<file path="config.mk">
export PLATFORM = sky130hd
export DESIGN_NAME = shift_count_ctrl
export DESIGN_NICKNAME = d
export VERILOG_FILES = /design/src/rtl/shift_count_ctrl_pkg.sv /design/src/rtl/shift_count_ctrl.sv
export SDC_FILE = /design/constraint.sdc
export NUM_CORES = 1
export LEC_CHECK = 0
export CORE_AREA = 3 3 40 42
export DETAILED_ROUTE_END_ITERATION = 10
export DIE_AREA = 0 0 43 45
export DONT_BUFFER_PORTS = 1
export PLACE_DENSITY_LB_ADDON = 0.12
export SYNTH_ARGS = -nofsm -noshare
export SYNTH_HDL_FRONTEND = slang
export SYNTH_SLANG_ARGS = --single-unit
export TNS_END_PERCENT = 5
</file>
<file path="constraint.sdc">
create_clock -name clk -period 1.2 [get_ports clk]
set_clock_uncertainty 0.1 [all_clocks]
set_input_delay 0.12 -clock clk [delete_from_list [all_inputs] [get_ports clk]]
set_output_delay 0.12 -clock clk [all_outputs]
set_load 0.01 [all_outputs]
</file>
<file path="src/rtl/shift_count_ctrl_pkg.sv">
// State encodings and nominal shift count shared by the sequencing FSM and its bench.
// One operation clears the down counter, loads the datapath, then shifts until the counter's carry.
package shift_count_ctrl_pkg;

  localparam logic [2:0] S_IDLE  = 3'd0;
  localparam logic [2:0] S_CLR   = 3'd1;
  localparam logic [2:0] S_LOAD  = 3'd2;
  localparam logic [2:0] S_SHIFT = 3'd3;
  localparam logic [2:0] S_DONE  = 3'd4;

  // A freshly cleared 3-bit down counter raises co on its 8th enabled count.
  localparam int SHIFTS = 8;

endpackage

</file>
<file path="src/rtl/shift_count_ctrl.sv">
// Sequencer: CLR, LOAD, SHIFT until co, DONE; start-to-done is 11 cycles plus one per stalled SHIFT cycle.
// stall freezes shifting in SHIFT only; start is sampled in IDLE alone, so requests while busy are dropped.
module shift_count_ctrl
  import shift_count_ctrl_pkg::*;
(
  input  logic clk,
  input  logic rst,
  input  logic start,
  input  logic stall,
  input  logic co,
  output logic cnt,
  output logic ctr_clr,
  output logic ld,
  output logic sh,
  output logic busy,
  output logic done
);

  logic [2:0] state_q;
  logic [2:0] state_d;

  always_ff @(posedge clk or negedge rst) begin
    if (!rst) begin
      state_q <= S_IDLE;
    end else begin
      state_q <= state_d;
    end
  end

  // stall has priority over co: a frozen cycle never completes the operation.
  always_comb begin
    state_d = S_IDLE;
    case (state_q)
      S_IDLE: begin
        if (start) state_d = S_CLR;
        else       state_d = S_IDLE;
      end
      S_CLR:   state_d = S_LOAD;
      S_LOAD:  state_d = S_SHIFT;
      S_SHIFT: begin
        if (stall)   state_d = S_SHIFT;
        else if (co) state_d = S_DONE;
        else         state_d = S_SHIFT;
      end
      S_DONE:  state_d = S_IDLE;
      default: state_d = S_IDLE;
    endcase
  end

  // Outputs decode state only (plus stall), so X on start/co cannot reach them.
  always_comb begin
    ctr_clr = (state_q == S_CLR);
    ld      = (state_q == S_LOAD);
    cnt     = (state_q == S_SHIFT) && !stall;
    sh      = cnt;
    done    = (state_q == S_DONE);
    busy    = (state_q == S_CLR) || (state_q == S_LOAD) ||
              (state_q == S_SHIFT) || (state_q == S_DONE);
  end

endmodule

</file>
==> metrics.txt, run 1 <==
met2 Use GR 9.581%; routing usage on met3 2.390%; WHS around 22 ps; pin count of the biggest net entering global routing 8; mux cell area share after synthesis 0%; hold path cells 2; area of the multi-input gates between 100 and 150 um^2; Fill cells 150; max reg flops 3; Max-Cap Viols 0; Final Util 24.44%; Final Instance Area around 310 um^2; core region area 0.001285 mm^2; Mapped Cells 18; CP Max Fanout 5; internal power approximately 0.44 mW; H-tree depth 1; Die Area 0.001935 mm^2; Site Rows 13; register area 78.83 um^2; final worst path period need 1311 ps; vias in the first global route 163; layout net count 35; # IOs 11; critical path capture point type output port; biggest regs state_q: 3 flops; reg2reg path depth 4; Clock Tree Buf Depth 2; RSZ-0062 raised after global routing yes; synth warn 0; FMAX about 760 MHz; synthesized flop and latch total 3; Inst Count DP 34; routed vias/inst 3.886; period utilization 109.2%; Clock Tree Root clkbuf_4; placed cell areas 210.2 um^2; CTS tree done; syn_nets 23; worst setup path class reg2out; Worst EP arrival between 1000 and 1500 ps; Sw Ratio 35.29%; CP required a little under 1000 ps; clock share of power 25.5%; Hold Crit Class in2reg; post-synthesis sequential area ratio roughly 40%; setup slack at placement 93.04 ps; Post-Syn Area 187.7 um^2; fin cells 44; maximum VDD drop 0.0003237 V; complex-gate fraction of the synthesized area under 10%; Largest Register state_q; CP startpoint kind flip-flop; initial core utilization 14.61%; antenna-violating nets left 0; Unique masters post-synth 14; diode count 0; total gr overflow 0; first-pass GRT wire length 731 um; Worst-Margin Slew 204.9 ps; clk_lat worst skew 230 ps; pwr/cell area 2187 mW/mm^2; buffers added on ports 0; DR vias 171; endpoints failing hold 0; Final Max Slew Viols 0; Die Height 45 um; TritonRoute pass-1 iters 2; initial antenna violation count 0; failing checks setup timing; Die X around 43 um; gr usage total under 10%; Initial DRC Count 1; GPL Wtd Cong about 0.63; fraction of layout cells with a size suffix above 1 55.17%; combinational share of power 44.1%; gr busiest metal met2; Flop pwr share 30.4%; DRC 0; final setup vio count 6; final WL 474 um; Avg Inst Size Synth roughly 10 um^2; Tot Pwr 0.6868 mW; Clk pin slew, worst setup/hold paths 40 ps; xor/xnor share of the synthesized area 4.667%; clk sinks 3; WL per Instance 10.77 um; area delta synth->final 67.33%; simple-gate share of the synthesized area 40.67%; CTS Buf Count 3; Slew headroom between 80% and 90%; status complete, but fails checks; adder-cell share of the synthesized area 0%; Switch Pwr around 0.24 mW; Final WS setup -110.9 ps; met1 GRT Util around 4.3%; largest family of logic cells by synthesized area simple AND/OR/NAND/NOR gates; LEAKAGE 0.1303 nW; TNS Setup -438.6 ps
-- synthesized netlist by cell type --
cell	number	area, um^2
dfrtp_1	3	75.07
nor2_1	2	7.510
nor3b_1	2	15.01
and2_1	1	6.260
and2_2	1	7.510
and4b_1	1	10.01
and4bb_1	1	12.51
buf_4	1	7.510
buf_6	1	11.26
nand2b_1	1	6.260
nor2b_1	1	6.260
nor3_1	1	5.000
o32ai_1	1	8.760
xnor2_1	1	8.760
-- final timing paths --
path | from | end | slack [ps]
worst max-delay path | state_q[2]$_DFF_PN0_ | cnt | -110
worst min-delay path | start | state_q[0]$_DFF_PN0_ | 20
worst max register to register | state_q[2]$_DFF_PN0_ | state_q[0]$_DFF_PN0_ | 30
worst min register to register | state_q[0]$_DFF_PN0_ | state_q[0]$_DFF_PN0_ | 450
max in group asynchronous | rst | state_q[0]$_DFF_PN0_ | 810
min in group asynchronous | rst | state_q[1]$_DFF_PN0_ | 40
-- worst max-delay path: stages (launching register included) --
cell and delay (ps):
dfrtp_2 420, and4bb_1 300, buf_6 130
-- timing repair --
item / in CTS / in global routing
gates cloned: 0 / 0
buffers inserted: 2 / 1
pin swaps: 1 / 1
hold buffers: 2 / 1
resized for setup: 2 / 5
endpoints found under the hold margin: 4 / 1
setup endpoints to repair: 6 / 6
-- layer usage --
layer  vias to the layer above  wire [um]
met2                         6        266
met1                        80        161
met3                         2         30
met4                         0         16
li1                         83          -
met5                         -          0
-- area by class of cell --
cell class              count  share of cell area (%)
flip-flops and latches      3                   25.10
clock buffers               4                   8.367
repair buffers              9                   25.10
multi-input cells          13                   35.46
well taps                  15                   5.976
-- logic make-up (layout without fill, tap and decap cells) --
kind of cell | after synthesis | after routing
flops | 3 | 3
simple gates | 11 | 11
buf+inv | 2 | 13
xor+xnor | 1 | 1
compound gates | 1 | 1
-- power by group through the flow --
stage / logic (mW) / clock network [mW] / registers (mW)
floorplan: 0.179 / 0 / 0.174
global placement: 0.229 / 0 / 0.196
detailed placement: 0.225 / 0 / 0.200
CTS: 0.263 / 0.183 / 0.197
global route: 0.320 / 0.200 / 0.218
finish: 0.303 / 0.175 / 0.209
-- cells in the final DEF, fill, tap and decap left out --
| cell type | netlist | layout |
|---|---|---|
| dlygate4sd3_1 | 0 | 3 |
| clkbuf_4 | 0 | 3 |
| nor3_1 | 1 | 1 |
| and2_1 | 1 | 1 |
| nor2b_1 | 1 | 1 |
| xnor2_2 | 0 | 1 |
| buf_4 | 1 | 5 |
| nor2_2 | 0 | 1 |
| and4bb_1 | 1 | 1 |
| clkbuf_1 | 0 | 1 |
| nor3b_1 | 2 | 2 |
| nand2b_1 | 1 | 1 |
| and4b_1 | 1 | 1 |
| o32ai_2 | 0 | 1 |
| buf_6 | 1 | 1 |
| and2_2 | 1 | 1 |
| nor2_1 | 2 | 1 |
| dfrtp_2 | 0 | 3 |
Power figures use the tool's default switching activity.
==> inputs of run 2 (changes only) <==
SETUP_SLACK_MARGIN = 0.5   (was default)
SLEW_MARGIN = 25   (was default)
==> run 2 against run 1 <==
Against the previous run:
- the run ends with hold timing, setup timing left
- register-to-register slack improved by 110 ps
- final cell count fell by 6.8%
- via count fell by 7.6%
- worst hold slack got worse by 99 ps
- clock power rose by 2%
- sequential power barely moved
- critical path depth did not move
- maximum frequency fell by 1.8%
- sequential share of layout area rose by 3.0 points
- global-route usage rose by 0.92 points
- utilization fell by 2.6 points
- die area did not move
- critical endpoint is now sh
==> metrics.txt, run 2 (synthesis gave the netlist of run 1 again) <==
CP required 980 ps (about the same); Worst-Margin Slew 297.2 ps (+92.36 ps); first-pass GRT wire length 765 um (+4.7%); Slew headroom 80.04% (-6.3 points); Initial DRC Count 2 (+1); antenna-violating nets left 0 (unchanged); DRC 0 (unchanged); Worst EP arrival 1110 ps (+20 ps); clk_lat worst skew 230 ps (about the same); FMAX 749.3 MHz (-1.8%); Die Height 45 um (unchanged); Die X 43 um (unchanged); critical path capture point type output port; endpoints failing hold 2 (+2); routed vias/inst 3.854 (-0.84%); biggest regs state_q: 3 flops; Flop pwr share 30.8% (+0.4 points); RSZ-0062 raised after global routing yes; Final Max Slew Viols 0 (unchanged); WL per Instance 11.49 um (+6.6%); Site Rows 13 (unchanged); WHS -76.29 ps (-98.60 ps); Max-Cap Viols 0 (unchanged); worst setup path class reg2out; Final Instance Area 280.3 um^2 (-11%); clock share of power 26.7% (+1.2 points); Sw Ratio 34.82% (-0.47 points); placed cell areas 222.7 um^2 (+6.0%); Switch Pwr 0.2328 mW (-3.9%); total gr overflow 0 (unchanged); hold path start co; vias in the first global route 188 (+15%); gr usage total 6.339% (+0.92 points); final WL 471 um (-0.63%); pin count of the biggest net entering global routing 8 (unchanged); CP startpoint kind flip-flop; final setup vio count 6 (unchanged); fraction of layout cells with a size suffix above 1 53.85% (-1.3 points); Hold Crit Class in2reg; # IOs 11 (unchanged); Clock Tree Root clkbuf_4; DR vias 158 (-7.6%); commonest non-fill, non-tap cell in the layout buf_4; post-detail-place hpwl 315.4 um; CTS tree done; layout net count 32 (-8.6%); internal power 0.4359 mW (-1.9%); Post-CTS Hold Fix Bufs 1 (-1); Tot Pwr 0.6687 mW (-2.6%); buffers added on ports 0 (unchanged); pwr/cell area 2386 mW/mm^2 (+9.1%); initial antenna violation count 0 (unchanged); CP Max Fanout 5 (unchanged); status complete, but fails checks; FF-to-FF Start state_q[2]$_DFF_PN0_; Fill cells 148 (-1.3%); clk sinks 3 (unchanged); Worst Setup SP state_q[2]$_DFF_PN0_; max reg flops 3 (unchanged); Die Area 0.001935 mm^2 (unchanged); final worst path period need 1335 ps (+23.61 ps); LEAKAGE 0.1128 nW (-13%); Final WS setup -134.5 ps (-23.61 ps); setup slack at placement 57.38 ps (-35.66 ps); Clock Tree Buf Depth 2 (unchanged); Largest Register state_q; period utilization 111.2% (+2.0 points); initial core utilization 14.61% (unchanged); diode count 0 (unchanged); maximum VDD drop 0.0008218 V (+150%); GPL Wtd Cong 0.6216 (-0.56%); combinational share of power 42.5% (-1.6 points); area delta synth->final 49.33%; H-tree depth 1 (unchanged); failing checks hold timing, setup timing; most frequent cells in the layout 4 x buf_4, 3 x clkbuf_4, 3 x dfrtp_2; core region area 0.001285 mm^2 (unchanged); TritonRoute pass-1 iters 2 (unchanged); CTS Buf Count 3 (unchanged); Clk pin slew, worst setup/hold paths 40 ps (about the same)
-- run 2: routing by layer --
layer	vias to the layer above	wire (um)	GRT usage, %
met3	2	40	3.586
li1	77	-	-
met2	9	217	7.784
met4	0	22	10.84
met1	70	191	5.569
met5	-	0	0
-- run 2: final cells by class --
| cell class | instances | area (um^2) | share of cell area [%] |
|---|---|---|---|
| multi-input cells | 13 | 96.34 | 34.37 |
| repair buffers | 6 | 60.06 | 21.43 |
| flip-flops and latches | 3 | 78.83 | 28.12 |
| well taps | 15 | 18.77 | 6.696 |
| clock buffers | 4 | 26.28 | 9.375 |
-- run 2: worst max-delay path, cell delays in order, from the launching register on --
cell,delay [ps]
dfrtp_2,430
and4bb_2,340
buf_12,120
-- run 2: through the flow --
stage	cells	hold slack [ps]	util (%)	TNS (ps)
after floorplan	18	-275.6	-	0
after global placement	34	-275.5	17.33	0
after detailed placement	34	-275.5	17.33	0
after CTS	41	-79.53	21.52	-623.4
after global routing	41	-68.63	21.81	-706.9
final	41	-76.29	21.81	-500.1
-- run 2: power by group through the flow --
stage | Sequential [mW] | Clock, mW | Combinational (mW)
after floorplan | 0.174 | 0 | 0.182
after global placement | 0.204 | 0 | 0.262
after detailed placement | 0.201 | 0 | 0.258
after CTS | 0.198 | 0.184 | 0.285
after global routing | 0.216 | 0.196 | 0.305
final | 0.206 | 0.179 | 0.284
-- run 2: worst paths after layout --
check                                            end  cells after the start  slack (ps)
worst min-delay path            state_q[2]$_DFF_PN0_                      1         -80
worst max-delay path                              sh                      2        -130
worst min register to register  state_q[0]$_DFF_PN0_                      1         440
worst max register to register  state_q[2]$_DFF_PN0_                      2         140
max in group asynchronous       state_q[2]$_DFF_PN0_                      1         800
min in group asynchronous       state_q[0]$_DFF_PN0_                      1          40
-- run 2: repair_timing --
action | in CTS | in global routing
endpoints found under the hold margin | 5 | 2
endpoints found under the setup margin | 9 | 9
gates resized for setup | 2 | 2
pin swaps | 4 | 1
buffers inserted | 2 | 0
